### src/rtl/arm_pkg.sv
// rtl/arm_pkg.sv - shared ARM pipeline encodings: EXE_CMD values, NZCV positions, control bundle
package arm_pkg;

  localparam int EXE_CMD_W = 4;

  localparam logic [EXE_CMD_W-1:0] EXE_NOP = 4'b0000;
  localparam logic [EXE_CMD_W-1:0] EXE_MOV = 4'b0001;
  localparam logic [EXE_CMD_W-1:0] EXE_MVN = 4'b1001;
  localparam logic [EXE_CMD_W-1:0] EXE_ADD = 4'b0010;
  localparam logic [EXE_CMD_W-1:0] EXE_ADC = 4'b0011;
  localparam logic [EXE_CMD_W-1:0] EXE_SUB = 4'b0100;
  localparam logic [EXE_CMD_W-1:0] EXE_SBC = 4'b0101;
  localparam logic [EXE_CMD_W-1:0] EXE_AND = 4'b0110;
  localparam logic [EXE_CMD_W-1:0] EXE_ORR = 4'b0111;
  localparam logic [EXE_CMD_W-1:0] EXE_EOR = 4'b1000;
  // CMP/TST reuse the ALU op of SUB/AND; LDR/STR use ADD for address generation.
  localparam logic [EXE_CMD_W-1:0] EXE_CMP = 4'b0100;
  localparam logic [EXE_CMD_W-1:0] EXE_TST = 4'b0110;
  localparam logic [EXE_CMD_W-1:0] EXE_LDR = 4'b0010;
  localparam logic [EXE_CMD_W-1:0] EXE_STR = 4'b0010;

  localparam int STATUS_N = 3;
  localparam int STATUS_Z = 2;
  localparam int STATUS_C = 1;
  localparam int STATUS_V = 0;

  typedef struct packed {
    logic mem_r_en;
    logic mem_w_en;
    logic wb_en;
    logic s;
    logic b;
    logic imm;
  } ctrl_t;

  localparam ctrl_t CTRL_BUBBLE = '0;

endpackage

### src/rtl/operand_hold.sv
// rtl/operand_hold.sv - operand register that holds under freeze and refreshes from write-back
module operand_hold
  import arm_pkg::*;
#(
  parameter int DATA_W  = 32,
  parameter int RADDR_W = 4
) (
  input  logic               clk_i,
  input  logic               rst_ni,
  input  logic               freeze_i,
  input  logic               flush_i,
  input  logic               valid_i,
  input  logic [RADDR_W-1:0] src_i,
  input  logic [RADDR_W-1:0] wb_dest_i,
  input  logic [DATA_W-1:0]  wb_value_i,
  input  logic               wb_we_i,
  input  logic [DATA_W-1:0]  d_i,
  output logic [DATA_W-1:0]  q_o
);

  logic [DATA_W-1:0] val_q, val_d;
  logic              hit;

  // src_i is the already-latched register index, so a stalled instruction
  // picks up results that retire while it waits.
  assign hit = valid_i && wb_we_i && (wb_dest_i == src_i);

  always_comb begin
    val_d = val_q;
    if (flush_i) begin
      val_d = '0;
    end else if (freeze_i) begin
      if (hit) begin
        val_d = wb_value_i;
      end
    end else begin
      val_d = d_i;
    end
  end

  always_ff @(posedge clk_i or negedge rst_ni) begin
    if (!rst_ni) begin
      val_q <= '0;
    end else begin
      val_q <= val_d;
    end
  end

  assign q_o = val_q;

endmodule

### src/rtl/id_ex_reg.sv
// rtl/id_ex_reg.sv - ID/EX pipeline register with freeze, flush bubble and operand refresh
module id_ex_reg
  import arm_pkg::*;
#(
  parameter int DATA_W  = 32,
  parameter int RADDR_W = 4
) (
  input  logic               clk,
  input  logic               rst,
  input  logic               freeze,
  input  logic               flush,
  input  logic [DATA_W-1:0]  pc_in,
  input  logic [DATA_W-1:0]  val_rn_in,
  input  logic [DATA_W-1:0]  val_rm_in,
  input  logic [RADDR_W-1:0] src1_in,
  input  logic [RADDR_W-1:0] src2_in,
  input  logic [RADDR_W-1:0] dest_in,
  input  logic [3:0]         exe_cmd_in,
  input  logic               mem_r_en_in,
  input  logic               mem_w_en_in,
  input  logic               wb_en_in,
  input  logic               s_in,
  input  logic               b_in,
  input  logic               imm_in,
  input  logic [11:0]        shift_operand_in,
  input  logic [23:0]        signed_imm24_in,
  input  logic [3:0]         status_in,
  input  logic [RADDR_W-1:0] wb_dest,
  input  logic [DATA_W-1:0]  wb_value,
  input  logic               wb_we,
  output logic [DATA_W-1:0]  pc_out,
  output logic [DATA_W-1:0]  val_rn_out,
  output logic [DATA_W-1:0]  val_rm_out,
  output logic [RADDR_W-1:0] src1_out,
  output logic [RADDR_W-1:0] src2_out,
  output logic [RADDR_W-1:0] dest_out,
  output logic [3:0]         exe_cmd_out,
  output logic               mem_r_en_out,
  output logic               mem_w_en_out,
  output logic               wb_en_out,
  output logic               s_out,
  output logic               b_out,
  output logic               imm_out,
  output logic [11:0]        shift_operand_out,
  output logic [23:0]        signed_imm24_out,
  output logic [3:0]         status_out,
  output logic               valid_out
);

  logic [DATA_W-1:0]  pc_q, pc_d;
  logic [RADDR_W-1:0] src1_q, src1_d;
  logic [RADDR_W-1:0] src2_q, src2_d;
  logic [RADDR_W-1:0] dest_q, dest_d;
  logic [3:0]         exe_cmd_q, exe_cmd_d;
  logic [11:0]        shift_operand_q, shift_operand_d;
  logic [23:0]        signed_imm24_q, signed_imm24_d;
  logic [3:0]         status_q, status_d;
  ctrl_t              ctrl_q, ctrl_d;
  logic               valid_q, valid_d;
  ctrl_t              ctrl_in;

  assign ctrl_in = '{mem_r_en: mem_r_en_in, mem_w_en: mem_w_en_in, wb_en: wb_en_in,
                     s: s_in, b: b_in, imm: imm_in};

  // Flush wins over freeze so a squashed instruction can never stay parked here.
  always_comb begin
    pc_d            = pc_q;
    src1_d          = src1_q;
    src2_d          = src2_q;
    dest_d          = dest_q;
    exe_cmd_d       = exe_cmd_q;
    shift_operand_d = shift_operand_q;
    signed_imm24_d  = signed_imm24_q;
    status_d        = status_q;
    ctrl_d          = ctrl_q;
    valid_d         = valid_q;
    if (flush) begin
      pc_d            = '0;
      src1_d          = '0;
      src2_d          = '0;
      dest_d          = '0;
      exe_cmd_d       = EXE_NOP;
      shift_operand_d = '0;
      signed_imm24_d  = '0;
      status_d        = '0;
      ctrl_d          = CTRL_BUBBLE;
      valid_d         = 1'b0;
    end else if (!freeze) begin
      pc_d            = pc_in;
      src1_d          = src1_in;
      src2_d          = src2_in;
      dest_d          = dest_in;
      exe_cmd_d       = exe_cmd_in;
      shift_operand_d = shift_operand_in;
      signed_imm24_d  = signed_imm24_in;
      status_d        = status_in;
      ctrl_d          = ctrl_in;
      valid_d         = 1'b1;
    end
  end

  always_ff @(posedge clk or negedge rst) begin
    if (!rst) begin
      pc_q            <= '0;
      src1_q          <= '0;
      src2_q          <= '0;
      dest_q          <= '0;
      exe_cmd_q       <= EXE_NOP;
      shift_operand_q <= '0;
      signed_imm24_q  <= '0;
      status_q        <= '0;
      ctrl_q          <= CTRL_BUBBLE;
      valid_q         <= 1'b0;
    end else begin
      pc_q            <= pc_d;
      src1_q          <= src1_d;
      src2_q          <= src2_d;
      dest_q          <= dest_d;
      exe_cmd_q       <= exe_cmd_d;
      shift_operand_q <= shift_operand_d;
      signed_imm24_q  <= signed_imm24_d;
      status_q        <= status_d;
      ctrl_q          <= ctrl_d;
      valid_q         <= valid_d;
    end
  end

  // val_rm is refreshed even for immediate forms; the EX stage ignores it then.
  operand_hold #(.DATA_W(DATA_W), .RADDR_W(RADDR_W)) u_rn (
    .clk_i      (clk),
    .rst_ni     (rst),
    .freeze_i   (freeze),
    .flush_i    (flush),
    .valid_i    (valid_q),
    .src_i      (src1_q),
    .wb_dest_i  (wb_dest),
    .wb_value_i (wb_value),
    .wb_we_i    (wb_we),
    .d_i        (val_rn_in),
    .q_o        (val_rn_out)
  );

  operand_hold #(.DATA_W(DATA_W), .RADDR_W(RADDR_W)) u_rm (
    .clk_i      (clk),
    .rst_ni     (rst),
    .freeze_i   (freeze),
    .flush_i    (flush),
    .valid_i    (valid_q),
    .src_i      (src2_q),
    .wb_dest_i  (wb_dest),
    .wb_value_i (wb_value),
    .wb_we_i    (wb_we),
    .d_i        (val_rm_in),
    .q_o        (val_rm_out)
  );

  assign pc_out            = pc_q;
  assign src1_out          = src1_q;
  assign src2_out          = src2_q;
  assign dest_out          = dest_q;
  assign exe_cmd_out       = exe_cmd_q;
  assign shift_operand_out = shift_operand_q;
  assign signed_imm24_out  = signed_imm24_q;
  assign status_out        = status_q;
  assign mem_r_en_out      = ctrl_q.mem_r_en;
  assign mem_w_en_out      = ctrl_q.mem_w_en;
  assign wb_en_out         = ctrl_q.wb_en;
  assign s_out             = ctrl_q.s;
  assign b_out             = ctrl_q.b;
  assign imm_out           = ctrl_q.imm;
  assign valid_out         = valid_q;

endmodule
### config.mk
export PLATFORM = sky130hd
export DESIGN_NAME = id_ex_reg
export DESIGN_NICKNAME = d
export VERILOG_FILES = /design/src/rtl/arm_pkg.sv /design/src/rtl/operand_hold.sv /design/src/rtl/id_ex_reg.sv
export SDC_FILE = /design/constraint.sdc
export NUM_CORES = 1
export LEC_CHECK = 0
export ABC_CLOCK_PERIOD_IN_PS = 2900
export CORE_MARGIN = 1.5
export CORE_UTILIZATION = 40
export DETAILED_ROUTE_END_ITERATION = 6
export DONT_BUFFER_PORTS = 1
export SLEW_MARGIN = 5
export SYNTH_ARGS = -nofsm -noshare
export SYNTH_HDL_FRONTEND = slang
export SYNTH_SLANG_ARGS = --single-unit
### constraint.sdc
create_clock -name clk -period 2.9 [get_ports clk]
set_clock_uncertainty 0.15 [all_clocks]
set_input_delay 0.58 -clock clk [delete_from_list [all_inputs] [get_ports clk]]
set_output_delay 0.58 -clock clk [all_outputs]
set_load 0.02 [all_outputs]
==> impl_metrics.py <==
metrics = {
    "cts": {
        "clock_sinks": 159,
        "htreeDepth": 4,
        "clk_pin_slew_ns": 0.07,
        "root_buffer": "clkbuf_16",
        "cts_tree": "built",
        "post_cts_buffers": 0,
        "clk_latency_ns": 0.42,
        "cts_resized": 0,
        "clock_path_buffers": 2,
        "cts_buffers": 17,
    },
    "critical_path": {
        "critical_path_class": "reg2reg",
        "crit_arrival_ns": 2.32,
        "cp-start-kind": "flop",
        "cp.required_ns": 3.05,
        "timing.rr.end": "u_rm.q_o[6]",
        "reg2reg_slack_ns": 0.73,
        "crit_fanout": 32,
        "endpoint_kind": "flop",
        "critPathCapture": "u_rm.q_o[6]",
        "setup.worst_path.start": "src2_out[1]",
        "reg2reg_depth": 5,
        "reg2reg_from": "src2_out[1]",
    },
    "global_routing": {
        "antenna_found_initial": 0,
        "met3_usage_pct": 4.65,
        "grt_busiest_layer": "met2",
        "grt.total_usage_pct": 17.7,
        "grt_use_met2_pct": 30.1,
        "grt_use_met1_pct": 21.3,
        "grt_max_degree": 194,
        "grt_pass1_vias": 4754,
        "grt_pass1_wl_microns": 27000,
        "gr-total-overflow": 0,
    },
    "routing": {
        "dr.pass1.iters": 6,
        "ant_nets": 0,
        "drc": 0,
        "vias": 4739,
        "wl_per_cell_microns": 20.8,
        "wl_microns": 17900,
        "drt-initial-drc-count": 198,
        "viasPerCell": 5.52,
    },
    "final_layout": {
        "drive_gt1_share_pct": 16.0,
        "final_nets": 810,
        "antenna_cells": 0,
        "layout_common_cells": "159 x dfrtp_1, 158 x mux2i_1, 126 x nor2_1",
        "area_growth_pct": 8.65,
        "fin_cells": 858,
        "n_fill_cell": 1742,
        "mostFrequentLayoutCell": "dfrtp_1",
    },
    "sta": {
        "finalHoldViolations": 159,
        "grt_setup_unrepaired": "no",
        "min_period_ns": 2.17,
        "setup_viol": 0,
        "max_slew_margin_pct": 58.6,
        "tns_ns": 0,
        "period_share_pct": 74.9,
        "fmax_ghz": 0.460,
        "slew_viol_final": 0,
        "worst_pin_slew_ns": 0.620,
        "fin_hold_ws_ns": -0.305,
    },
    "yosys": {
        "ys_types": 22,
        "yosysSeqAreaShare_pct": 52.3,
        "avgSynthCellArea_sq_um": 11.9,
        "synth_nets": 840,
        "synth_seq_cells": 159,
        "yosys_warnings": 0,
        "synthCells": 641,
        "syn_area_sq_um": 7610,
    },
    "die": {
        "dieArea_sq_um": 19900,
        "io_pins": 358,
        "die-height_microns": 141,
        "core_sq_um": 18700,
        "die_x_microns": 141,
        "start_util_pct": 40.7,
        "num_rows": 50,
    },
    "pwr": {
        "p_leak_nw": 4.01,
        "cell_internal_pwr_mw": 4.00,
        "power_frac_comb_pct": 7.3,
        "switching_share_pct": 26.8,
        "cellPowerDensity_nw_per_um2": 662,
        "switchingPower_mw": 1.46,
        "vdd_drop_max_mv": 0.361,
        "seq_power_share_pct": 48.9,
        "power_frac_clock_pct": 43.8,
    },
    "outcome": {
        "violations": "negative hold slack",
        "status": "finished with violations",
    },
    "placed_design": {
        "place_congestion": 0.845,
        "portBuffers": 0,
        "hpwl_microns": 12000,
        "dp.cells": 826,
    },
    "run": {
        "max_cap_viol_count": 0,
    },
    "worst_hold_path": {
        "hp-class": "in2async",
    },
}
==> cells by family after synthesis <==
family | Yosys count | share of synthesized area [%]
AO/OA/AOI/OAI | 69 | 8.09
flip-flops | 159 | 52.3
buffers and inverters | 54 | 3.93
XOR/XNOR | 6 | 0.691
multiplexers | 190 | 25.6
AND/OR/NAND/NOR | 163 | 9.39
==> power by group through the flow <==
stage	logic [mW]	clock network [mW]	registers, mW
3_5_place_dp	0.407	0	2.72
5_1_grt	0.442	2.56	2.69
4_1_cts	0.405	2.45	2.68
3_3_place_gp	0.386	0	2.72
6_report	0.400	2.39	2.68
2_1_floorplan	0.450	0	2.67
==> stage by stage <==
step	setup slack (ns)	hold WS (ns)	utilization (%)	total power [mW]	cell area, sq um
finish	0.728	-0.305	44.2	5.47	8260
detailed placement	0.712	0.137	40.8	3.12	7630
CTS	0.729	-0.326	44.2	5.54	8260
global placement	0.727	0.138	40.8	3.10	7630
floorplan	0.970	0.134	-	3.12	7610
global route	0.618	-0.332	44.2	5.69	8260
==> how the worst min path moves through the flow <==
stage          from            to  slack [ns]  cells after the start
2_1_floorplan   rst         b_out        0.13                      0
3_3_place_gp    rst  u_rm.q_o[12]        0.14                      0
3_5_place_dp    rst  u_rm.q_o[12]        0.14                      0
4_1_cts         rst  u_rm.q_o[12]       -0.33                      0
5_1_grt         rst  u_rm.q_o[11]       -0.33                      0
6_report        rst  u_rm.q_o[12]       -0.31                      0
==> sequential cells by signal, indices dropped and copies added (netlist names) <==
signal and count:
pc_out 32, u_rm.q_o 32, u_rn.q_o 32, signed_imm24_out 24
shift_operand_out 12, dest_out 4, exe_cmd_out 4, src1_out 4
src2_out 4, status_out 4, b_out 1, imm_out 1
mem_r_en_out 1, mem_w_en_out 1, s_out 1, valid_out 1
wb_en_out 1
==> layer usage <==
metal / routed length [microns] / vias to the layer above / share of wire (%)
met5: 0 / - / 0
met4: 385 / 0 / 2.2
met3: 1060 / 24 / 5.9
met2: 9130 / 207 / 51
met1: 7280 / 2359 / 41
li1: - / 2149 / -
==> final cells by class <==
class,instances,area (sq um),area share [%]
inverters,2,7.51,0.0908
clock inverters,14,195,2.36
multi-input cells,428,3330,40.3
clock buffers,18,439,5.31
flip-flops and latches,159,3980,48.1
well taps,234,293,3.54
repair buffers,3,22.5,0.273
==> critical path, stage by stage (launching register included) <==
cell and delay, ns:
dfrtp_1 0.49, inv_1 0.11, o2111a_1 0.27, a41oi_4 0.19, buf_4 0.40, mux2_2 0.39
==> synth_stat cells <==
library cell / n / area [sq um]
a211oi_1: 2 / 15.0
nor3_4: 1 / 16.3
nor2_1: 126 / 473
nand2b_1: 34 / 213
mux2i_1: 158 / 1580
mux2_2: 31 / 349
mux2_4: 1 / 15.0
a21oi_1: 34 / 170
o2111a_1: 1 / 11.3
buf_4: 6 / 45.0
and3_1: 1 / 6.26
clkbuf_1: 22 / 82.6
xor2_1: 3 / 26.3
inv_1: 2 / 7.51
nor2b_1: 1 / 6.26
a21bo_4: 1 / 16.3
buf_2: 17 / 85.1
dfrtp_1: 159 / 3980
a41oi_4: 1 / 27.5
xnor2_1: 3 / 26.3
a211oi_2: 30 / 375
buf_6: 7 / 78.8
(Power assumes the default switching activity.)
